[config.mk]
export PLATFORM = sky130hd
export DESIGN_NAME = multicycle_ctrl
export DESIGN_NICKNAME = d
export VERILOG_FILES = /design/src/rtl/multicycle_ctrl.sv
export SDC_FILE = /design/constraint.sdc
export NUM_CORES = 1
export LEC_CHECK = 0
export ABC_AREA = 1
export CORE_UTILIZATION = 42
export CTS_CLUSTER_SIZE = 10
export DETAILED_ROUTE_END_ITERATION = 16
export GPL_TIMING_DRIVEN = 0
export MAX_ROUTING_LAYER = met4
export PLACE_DENSITY_LB_ADDON = 0.2
export SLEW_MARGIN = 20
export SYNTH_ARGS = -nofsm -noshare
export SYNTH_HDL_FRONTEND = slang
export SYNTH_SLANG_ARGS = --single-unit
[constraint.sdc]
create_clock -name clk -period 1.7 [get_ports clk]
set_input_delay 0.34 -clock clk [delete_from_list [all_inputs] [get_ports clk]]
set_output_delay 0.34 -clock clk [all_outputs]
set_load 0.1 [all_outputs]
[src/rtl/multicycle_ctrl.sv]
// Multicycle CPU control FSM: sequences fetch/decode/execute/memory/writeback per opcode.
// Latency: one state per clock; FETCH/MEMRD/MEMWR wait on mem_ready, bounded by TIMEOUT cycles.
// Backpressure: mem_ready low stalls the access; TIMEOUT stalled cycles abort to FETCH with mem_err.
module multicycle_ctrl #(
   parameter int TIMEOUT = 16
) (
   input  logic       clk,
   input  logic       rst_n,
   input  logic [5:0] opcode,
   input  logic       zero,
   input  logic       mem_ready,
   output logic       mem_req,
   output logic       mem_we,
   output logic       iord,
   output logic       ir_write,
   output logic       pc_en,
   output logic [1:0] pc_src,
   output logic       reg_write,
   output logic       reg_dst,
   output logic       mem_to_reg,
   output logic       alu_src_a,
   output logic [1:0] alu_src_b,
   output logic [1:0] alu_op,
   output logic       zero_ext,
   output logic       illegal_op,
   output logic       mem_err,
   output logic [3:0] state
);

   localparam int CW = $clog2(TIMEOUT);

   localparam logic [5:0] OP_RTYPE = 6'b000000;
   localparam logic [5:0] OP_J     = 6'b000010;
   localparam logic [5:0] OP_BEQ   = 6'b000100;
   localparam logic [5:0] OP_ADDI  = 6'b001000;
   localparam logic [5:0] OP_ANDI  = 6'b001100;
   localparam logic [5:0] OP_ORI   = 6'b001101;
   localparam logic [5:0] OP_LW    = 6'b100011;
   localparam logic [5:0] OP_SW    = 6'b101011;

   typedef enum logic [3:0] {
      FETCH  = 4'd0,
      DECODE = 4'd1,
      MEMADR = 4'd2,
      MEMRD  = 4'd3,
      MEMWB  = 4'd4,
      MEMWR  = 4'd5,
      EXEC   = 4'd6,
      ALUWB  = 4'd7,
      BRANCH = 4'd8,
      IEXEC  = 4'd9,
      IWB    = 4'd10,
      JUMP   = 4'd11
   } state_t;

   state_t          state_q, state_d;
   logic [CW-1:0]   cnt_q, cnt_d;
   logic            waiting;
   logic            timeout;
   logic            logical_imm;

   assign waiting     = (state_q == FETCH) || (state_q == MEMRD) || (state_q == MEMWR);
   assign timeout     = waiting && !mem_ready && (cnt_q == CW'(TIMEOUT - 1));
   assign logical_imm = (opcode == OP_ANDI) || (opcode == OP_ORI);

   // State and wait-counter registers; reset parks in FETCH with an idle counter.
   always_ff @(posedge clk or negedge rst_n) begin
      if (!rst_n) begin
         state_q <= FETCH;
         cnt_q   <= '0;
      end else begin
         state_q <= state_d;
         cnt_q   <= cnt_d;
      end
   end

   // Wait counter: counts stalled cycles; every completion, abort or non-wait state leaves it at zero,
   // so it is always clear on entry to a wait state.
   always_comb begin
      cnt_d = '0;
      if (waiting && !mem_ready && !timeout) cnt_d = cnt_q + CW'(1);
   end

   // Next-state logic; a timeout aborts any memory wait back to FETCH.
   always_comb begin
      state_d = state_q;
      case (state_q)
         FETCH:   if (mem_ready) state_d = DECODE;
         DECODE: begin
            case (opcode)
               OP_LW, OP_SW:             state_d = MEMADR;
               OP_RTYPE:                 state_d = EXEC;
               OP_BEQ:                   state_d = BRANCH;
               OP_ADDI, OP_ANDI, OP_ORI: state_d = IEXEC;
               OP_J:                     state_d = JUMP;
               default:                  state_d = FETCH;
            endcase
         end
         MEMADR:  state_d = (opcode == OP_SW) ? MEMWR : (opcode == OP_LW) ? MEMRD : FETCH;
         MEMRD:   if (mem_ready) state_d = MEMWB;
         MEMWB:   state_d = FETCH;
         MEMWR:   if (mem_ready) state_d = FETCH;
         EXEC:    state_d = ALUWB;
         ALUWB:   state_d = FETCH;
         BRANCH:  state_d = FETCH;
         IEXEC:   state_d = IWB;
         IWB:     state_d = FETCH;
         JUMP:    state_d = FETCH;
         default: state_d = FETCH;
      endcase
      if (timeout) state_d = FETCH;
   end

   // Output decode; everything is held at zero while reset is asserted, even mid-access.
   always_comb begin
      mem_req    = 1'b0;
      mem_we     = 1'b0;
      iord       = 1'b0;
      ir_write   = 1'b0;
      pc_en      = 1'b0;
      pc_src     = 2'b00;
      reg_write  = 1'b0;
      reg_dst    = 1'b0;
      mem_to_reg = 1'b0;
      alu_src_a  = 1'b0;
      alu_src_b  = 2'b00;
      alu_op     = 2'b00;
      zero_ext   = 1'b0;
      illegal_op = 1'b0;
      mem_err    = 1'b0;
      state      = 4'd0;
      if (rst_n) begin
         state   = state_q;
         mem_err = timeout;
         case (state_q)
            FETCH: begin
               mem_req   = 1'b1;
               alu_src_b = 2'b01;
               ir_write  = mem_ready;
               pc_en     = mem_ready;
            end
            DECODE: begin
               alu_src_b = 2'b11;
               case (opcode)
                  OP_LW, OP_SW, OP_RTYPE, OP_BEQ,
                  OP_ADDI, OP_ANDI, OP_ORI, OP_J: illegal_op = 1'b0;
                  default:                        illegal_op = 1'b1;
               endcase
            end
            MEMADR: begin
               alu_src_a = 1'b1;
               alu_src_b = 2'b10;
            end
            MEMRD: begin
               mem_req = 1'b1;
               iord    = 1'b1;
            end
            MEMWB: begin
               reg_write  = 1'b1;
               mem_to_reg = 1'b1;
            end
            MEMWR: begin
               mem_req = 1'b1;
               mem_we  = 1'b1;
               iord    = 1'b1;
            end
            EXEC: begin
               alu_src_a = 1'b1;
               alu_op    = 2'b10;
            end
            ALUWB: begin
               reg_write = 1'b1;
               reg_dst   = 1'b1;
            end
            BRANCH: begin
               alu_src_a = 1'b1;
               alu_op    = 2'b01;
               pc_src    = 2'b01;
               pc_en     = zero;
            end
            IEXEC: begin
               alu_src_a = 1'b1;
               alu_src_b = 2'b10;
               alu_op    = logical_imm ? 2'b11 : 2'b00;
               zero_ext  = logical_imm;
            end
            IWB: begin
               reg_write = 1'b1;
               zero_ext  = logical_imm;
            end
            JUMP: begin
               pc_src = 2'b10;
               pc_en  = 1'b1;
            end
            default: ;
         endcase
      end
   end

endmodule

==> results.py, run 1 <==
metrics = {
    "outcome": {
        "outcome": "did not finish",
        "lastStage": "5_1_grt",
        "stop_error": "[ERROR DPL-0038] Utilization greater than 100%, impossible to legalize",
    },
    "logic_synthesis": {
        "netlist.area_leader.share": 0.256,
        "syn_inst": 137,
        "syn_area_sq_um": 782,
        "synth_top_area_cell": "dfrtp_1",
        "synthTopCellsByArea": "dfrtp_1, nand2_1, nor2_1",
        "synth_cell_type_count": 22,
        "ys_seq_area_frac": 0.256,
        "yosys_warnings": 0,
        "syn_avg_cell_area_sq_um": 5.71,
        "ys_ff_latch": 8,
        "syn_nets": 148,
    },
    "place": {
        "io_buffers": 31,
        "place_congestion": 0.792,
        "hpwl_um": 1720,
        "dpl_cell_area_sq_um": 1380,
    },
    "floorplanning": {
        "pin_count": 32,
        "start_util": 0.453,
        "die_height_um": 45.2,
        "rows": 15,
        "die_x_um": 45.2,
    },
    "clocking": {
        "clkSinkCount": 8,
        "cts_max_level": 1,
        "cts_buffers": 3,
        "cts-root-buf": "clkbuf_4",
        "clk_path_buf_depth": 2,
    },
    "global_routing": {
        "grt_max_degree": 11,
    },
    "timing": {
        "worst-ep-kind": "top-level output",
        "crit_endpoint": "alu_op[1]",
    },
}
## cells by family after synthesis
group | synth area share
flops | 0.256
compound gates | 0.101
simple gates | 0.475
fa+ha+maj | 0.0160
xor+xnor | 0.0224
buf+inv | 0.130
## metrics by stage
step	worst slack (ns)	std cells	hold slack, ns
3_3_place_gp	-1.83	193	0.452
2_1_floorplan	-0.320	137	0.0444
3_5_place_dp	-1.85	193	0.474
4_1_cts	-0.285	204	0.481
## cell usage after synthesis
cell type / instances
a211oi_1: 1
a21oi_1: 4
a31oi_1: 5
clkbuf_1: 1
clkinv_1: 1
dfrtp_1: 8
ha_1: 1
inv_1: 20
inv_2: 5
nand2_1: 36
nand2_2: 2
nand3_1: 8
nand3_2: 2
nand4_1: 3
nor2_1: 25
nor2_2: 4
nor3_1: 4
o21ai_0: 2
o21ai_1: 2
or2_1: 1
xnor2_1: 1
xor2_1: 1
## timing repair
| action | CTS |
|---|---|
| setup buffers | 6 |
| hold endpoints to repair | 8 |
| hold buffers | 1 |
| endpoints found under the setup margin | 22 |
| pin swaps | 7 |
| gates resized for setup | 200 |
==> run 2: changes to the inputs <==
--- a/config.mk
+++ b/config.mk
@@ -6,12 +6,11 @@
 export NUM_CORES = 1
 export LEC_CHECK = 0
 export ABC_AREA = 1
-export CORE_UTILIZATION = 42
-export CTS_CLUSTER_SIZE = 10
+export CORE_AREA = 2 2 63 65
 export DETAILED_ROUTE_END_ITERATION = 16
+export DIE_AREA = 0 0 65 67
 export GPL_TIMING_DRIVEN = 0
-export MAX_ROUTING_LAYER = met4
-export PLACE_DENSITY_LB_ADDON = 0.2
+export PLACE_DENSITY_LB_ADDON = 0.15
 export SLEW_MARGIN = 20
 export SYNTH_ARGS = -nofsm -noshare
 export SYNTH_HDL_FRONTEND = slang
==> results.py, run 2 <==
metrics = {
    "logic_synthesis": {
        "synth_top_area_cell": "dfrtp_1",
        "synth_common_cells": "nand2_1, nor2_1, inv_1",
        "synthArstFlopShare": 1.00,
        "syn_area_sq_um": 782,
        "ys_ff_latch": 8,
        "syn_avg_cell_area_sq_um": 5.71,
        "ys_seq_area_frac": 0.256,
        "synth_edf_count": 0,
        "synth_cell_type_count": 22,
        "synthFlopType": "dfrtp_1",
        "netlist.area_leader.share": 0.256,
        "syn_nets": 148,
        "syn_inst": 137,
        "yosys_warnings": 0,
        "yosysMostFrequentCell": "nand2_1",
        "synthTopCellsByArea": "dfrtp_1, nand2_1, nor2_1",
    },
    "finish": {
        "final_common_cell": "nand2_1",
        "antenna_cells": 0,
        "layout-drive-gt1-share": 0.565,
        "layout_common_cells": "nand2_1, buf_4, buf_12, inv_1, nor2_4",
        "area_growth_pct": 140,
        "fin_util": 0.522,
        "post-route-cell-area_sq_um": 1880,
        "nets": 203,
        "top_regs": "cnt_q: 4 flops, state_q: 4 flops",
        "instances_no_fill": 239,
        "fillers": 360,
    },
    "clocking": {
        "cts_buffers": 3,
        "cts-root-buf": "clkbuf_8",
        "clkSinkCount": 8,
        "cts.clk_slew.worst_paths_ns": 0.05,
        "insertion_delay_ns": 0.23,
        "clk_path_buf_depth": 2,
        "cts_tree": "yes",
        "cts_max_level": 1,
    },
    "timing": {
        "fin_crit_sh": 1.16,
        "max_slew_margin": 0.641,
        "max_freq_mhz": 506,
        "tns_ns": -2.45,
        "finalSetupViolations": 17,
        "finalMaxSlewViolations": 0,
        "rsz0062_at_grt": "true",
        "timing.final.ws_setup_ns": -0.276,
        "fin_crit_ns": 1.98,
        "finalClockSkew_ns": 0.00578,
        "holdWs_ns": 0.456,
        "finalHoldViolCount": 0,
        "tightest_slew_ns": 0.542,
    },
    "power": {
        "seqPwrFrac": 0.131,
        "power.internal_uw": 1070,
        "power_density_nw_per_um2": 1260,
        "leakage_uw": 0.000826,
        "switching_share": 0.547,
        "vdd_drop_max_v": 0.000627,
        "clock_power_share": 0.102,
        "p_switching_uw": 1290,
        "power_frac_comb": 0.767,
    },
    "critical_path": {
        "crit_chain": "inv_4, nand2_4, nor2_4, inv_4, or2_4, a21oi_4, buf_12",
        "worstSetupEndpointType": "output pin",
        "cp.arrival_ns": 1.64,
        "worstSetupPathType": "reg -> out",
        "crit_path_max_fanout": 5,
        "critical_path_required_ns": 1.36,
        "path_buf_inv": 3,
        "worst_setup_path_start_kind": "register",
        "cp_slowest_cell": "dfrtp_2",
        "cpMostUsedCell": "inv_4",
        "critPathMaxStageDelay_ns": 0.45,
        "worst_path_dominant_cell_family": "flip-flops",
    },
    "global_routing": {
        "antenna_found_initial": 0,
        "use_met2": 0.267,
        "use_met3": 0.0118,
        "grt_use_total": 0.132,
        "grtUsageMet1": 0.147,
        "grt_pass1_wl_um": 4510,
        "top_usage_layer": "met2",
        "grt_max_degree": 11,
        "grt-ovfl-total": 0,
        "first_global_vias": 1040,
    },
    "run": {
        "max_cap_viol_count": 0,
    },
    "place": {
        "io_buffers": 31,
        "hpwl_um": 2010,
        "place_congestion": 0.768,
        "dpl_cell_area_sq_um": 1410,
        "dpl.cell_count": 216,
    },
    "drt": {
        "vias": 1053,
        "wl_per_cell_um": 11.8,
        "final_antenna_net_count": 0,
        "drt_iter0_drc": 21,
        "drtPass1Iterations": 4,
        "routed_wl_um": 2820,
        "vias_per_cell": 4.41,
        "drc": 0,
    },
    "outcome": {
        "outcome": "finished with violations",
        "violations": "negative setup slack",
    },
    "floorplanning": {
        "pin_count": 32,
        "start_util": 0.217,
        "coreArea_sq_um": 3610,
        "die_height_um": 67,
        "die-area_sq_um": 4360,
        "die_x_um": 65,
        "rows": 22,
    },
    "min_path": {
        "hold_class": "reg -> reg",
    },
}
run 2: power groups by stage:
stage               logic [uW]  clock network [uW]  registers, uW
detailed placement        1300                   0            300
floorplan                 1050                   0            286
global placement          1290                   0            298
CTS                       1700                 244            300
global route              1910                 256            317
finish                    1810                 241            310
run 2: kinds of logic (layout without fill, tap and decap cells):
logic type / Yosys count / in the layout / synth area share
and+or+nand+nor: 85 / 85 / 0.475
buffers and inverters: 27 / 81 / 0.130
AOI/OAI and AO/OA: 14 / 14 / 0.101
DFF: 8 / 8 / 0.256
xor gates and xnor gates: 2 / 2 / 0.0224
adders and majority gates: 1 / 1 / 0.0160
run 2: area by class of cell:
cell class	instances	area [sq um]	share of cell area
Timing Repair Buffer	50	611	0.325
Inverter	26	110	0.0585
Sequential cell	8	205	0.109
Tap cell	48	60.1	0.0319
Clock buffer	4	45.0	0.0240
Buffer	1	25.0	0.0133
Multi-Input combinational cell	102	825	0.438
run 2: routing by layer:
layer	share of wire	wire [um]
met1	0.39	1090
met4	0.0042	12
met3	0.026	73
met2	0.58	1650
met5	0	0
run 2: per-stage QoR:
step / worst slack [ns] / total power [uW]
floorplan: -0.320 / 1340
global placement: -1.92 / 1590
detailed placement: -1.92 / 1600
CTS: -0.272 / 2240
global route: -0.323 / 2480
finish: -0.276 / 2360
run 2: worst register-to-register path, stage by stage (launching register included):
cell and delay (ns):
dfrtp_2 0.45, buf_4 0.15, nor2_2 0.13, nand2_4 0.11
nand3_4 0.11, buf_4 0.11, nand3_2 0.10, inv_1 0.10
nand2_1 0.06, nand2_1 0.06
run 2: worst paths after layout:
| kind | from | to | slack (ns) | cells after the start |
|---|---|---|---|---|
| max | state_q[1] | alu_op[1] | -0.28 | 7 |
| min | cnt_q[0] | cnt_q[0] | 0.46 | 1 |
| max reg2reg | state_q[1] | state_q[2] | 0.24 | 9 |
| min reg2reg | cnt_q[0] | cnt_q[0] | 0.46 | 1 |
| max in group asynchronous | rst_n | state_q[0] | 0.77 | 2 |
| min in group asynchronous | rst_n | state_q[3] | 0.64 | 2 |
run 2: repair_timing:
| item | CTS | global route |
|---|---|---|
| hold endpoints to repair | 8 | 0 |
| hold buffers | 1 | 0 |
| setup buffers | 12 | 6 |
| gates cloned | 0 | 0 |
| endpoints found under the setup margin | 22 | 18 |
| pin swaps | 16 | 6 |
| gates resized for setup | 212 | 17 |
No activity file was read; power rests on OpenSTA's default activity.
==> run 3: changes to the inputs <==
--- a/config.mk
+++ b/config.mk
@@ -6,9 +6,9 @@
 export NUM_CORES = 1
 export LEC_CHECK = 0
 export ABC_AREA = 1
-export CORE_AREA = 2 2 63 65
+export CORE_AREA = 8 8 69 71
 export DETAILED_ROUTE_END_ITERATION = 16
-export DIE_AREA = 0 0 65 67
+export DIE_AREA = 0 0 77 79
 export GPL_TIMING_DRIVEN = 0
 export PLACE_DENSITY_LB_ADDON = 0.15
 export SLEW_MARGIN = 20
==> constraint.sdc (replaced) <==
create_clock -name clk -period 2.3 [get_ports clk]
set_input_delay 0.46 -clock clk [delete_from_list [all_inputs] [get_ports clk]]
set_output_delay 0.46 -clock clk [all_outputs]
set_load 0.1 [all_outputs]
==> results.py, run 3 (synthesis gave the netlist of run 2 again) <==
metrics = {
    "outcome": {
        "outcome": "completed",
    },
    "critical_path": {
        "path_buf_inv": 3,
        "crit_path_max_fanout": 5,
        "critPathMaxStageDelay_ns": 0.44,
        "cp.arrival_ns": 1.74,
        "critical_path_required_ns": 1.84,
        "worstSetupPathType": "reg -> out",
        "cpMostUsedCell": "inv_2",
        "worst_path_dominant_cell_family": "simple AND/OR/NAND/NOR gates",
        "worst_setup_path_start_kind": "register",
        "worstSetupEndpointType": "output pin",
        "crit_chain": "inv_2, nand2_2, nor2_2, inv_2, or2_1, a21oi_2, buf_8",
        "cp_slowest_cell": "dfrtp_2",
    },
    "finish": {
        "instances_no_fill": 223,
        "layout-drive-gt1-share": 0.364,
        "post-route-cell-area_sq_um": 1300,
        "layout_common_cells": "nand2_1, nor2_1, inv_1, buf_4, nor2_2",
        "top_regs": "cnt_q: 4 flops, state_q: 4 flops",
        "nets": 186,
        "final_common_cell": "nand2_1",
        "antenna_cells": 0,
        "area_growth_pct": 66.4,
    },
    "global_routing": {
        "grt_pass1_wl_um": 4340,
        "grt-ovfl-total": 0,
        "antenna_found_initial": 0,
        "first_global_vias": 987,
        "grt_max_degree": 15,
        "grt_use_total": 0.0837,
    },
    "floorplanning": {
        "start_util": 0.206,
        "die_x_um": 77,
        "pin_count": 32,
        "die-area_sq_um": 6080,
        "die_height_um": 79,
        "rows": 23,
        "coreArea_sq_um": 3800,
    },
    "power": {
        "vdd_drop_max_v": 0.000373,
        "power_density_nw_per_um2": 958,
        "leakage_uw": 0.000636,
        "switching_share": 0.602,
        "clock_power_share": 0.130,
        "p_switching_uw": 750,
        "power.internal_uw": 496,
        "power_frac_comb": 0.697,
        "seqPwrFrac": 0.173,
    },
    "clocking": {
        "cts.clk_slew.worst_paths_ns": 0.04,
        "cts_max_level": 1,
        "hold_buffers": 0,
        "clkSinkCount": 8,
        "clk_path_buf_depth": 2,
        "insertion_delay_ns": 0.22,
        "cts_tree": "yes",
        "cts-root-buf": "clkbuf_8",
        "cts_buffers": 3,
    },
    "timing": {
        "fin_crit_sh": 0.957,
        "timing.final.ws_setup_ns": 0.0994,
        "rsz0062_at_grt": "false",
        "finalMaxSlewViolations": 0,
        "finalHoldViolCount": 0,
        "tightest_slew_ns": 0.551,
        "max_freq_mhz": 454,
        "finalSetupViolations": 0,
        "finalClockSkew_ns": 0.00234,
        "fin_crit_ns": 2.20,
        "max_slew_margin": 0.634,
    },
    "place": {
        "place_congestion": 0.797,
        "io_buffers": 31,
        "hpwl_um": 2060,
        "place_ws_ns": -1.82,
        "dpl.cell_count": 218,
        "dpl_cell_area_sq_um": 1240,
    },
    "run": {
        "max_cap_viol_count": 0,
    },
    "drt": {
        "final_antenna_net_count": 0,
        "drt_iter0_drc": 72,
        "wl_per_cell_um": 11.0,
        "drc": 0,
        "vias_per_cell": 4.34,
        "vias": 967,
        "drtPass1Iterations": 4,
        "routed_wl_um": 2440,
    },
    "min_path": {
        "hold_class": "in -> async",
    },
}
==> run 3: area by class of cell <==
| class | instances | area (sq um) |
|---|---|---|
| plain buffers | 1 | 5.00 |
| clock buffers | 3 | 41.3 |
| fillers | 442 | 2500 |
| inverters | 26 | 103 |
| multi-input cells | 102 | 583 |
| flip-flops and latches | 8 | 203 |
| well taps | 50 | 62.6 |
| repair buffers | 33 | 304 |
==> run 3: what timing repair did <==
item,4_1_cts,5_1_grt
setup buffers,2,0
pin swaps,4,3
setup endpoints to repair,22,8
resized for setup,129,16
==> run 3: power by group through the flow <==
| stage | clock network (uW) | logic, uW | registers, uW |
|---|---|---|---|
| 3_3_place_gp | 0 | 881 | 217 |
| 3_5_place_dp | 0 | 881 | 217 |
| 2_1_floorplan | 0 | 698 | 206 |
| 6_report | 162 | 869 | 216 |
| 4_1_cts | 166 | 875 | 215 |
| 5_1_grt | 179 | 938 | 222 |
==> run 3: stage by stage <==
step / TNS, ns / hold slack [ns] / total power (uW) / util
after floorplan: -2.68 / 0.164 / 904 / -
after global placement: -30.22 / 0.452 / 1100 / 0.326
after detailed placement: -31.85 / 0.462 / 1100 / 0.326
after CTS: 0 / 0.138 / 1260 / 0.336
after global routing: 0 / 0.136 / 1340 / 0.343
final: 0 / 0.130 / 1250 / 0.343
==> run 3: per-layer routing <==
metal,share of wire,GRT usage,up-vias
li1,-,-,508
met4,0.0090,0.0283,0
met2,0.48,0.144,28
met3,0.046,0.0192,2
met1,0.46,0.100,429
met5,0,0,-
==> run 3: final timing paths <==
kind	startpoint	end	slack, ns	cells after the start
worst max-delay path	state_q[2]	alu_op[0]	0.1	7
worst max register to register	state_q[3]	state_q[2]	0.93	8
worst min-delay path	rst_n	cnt_q[1]	0.13	1
min in group clk	cnt_q[0]	cnt_q[0]	0.46	1
worst min register to register	cnt_q[0]	cnt_q[0]	0.46	1
max in group asynchronous	rst_n	state_q[1]	1.91	1
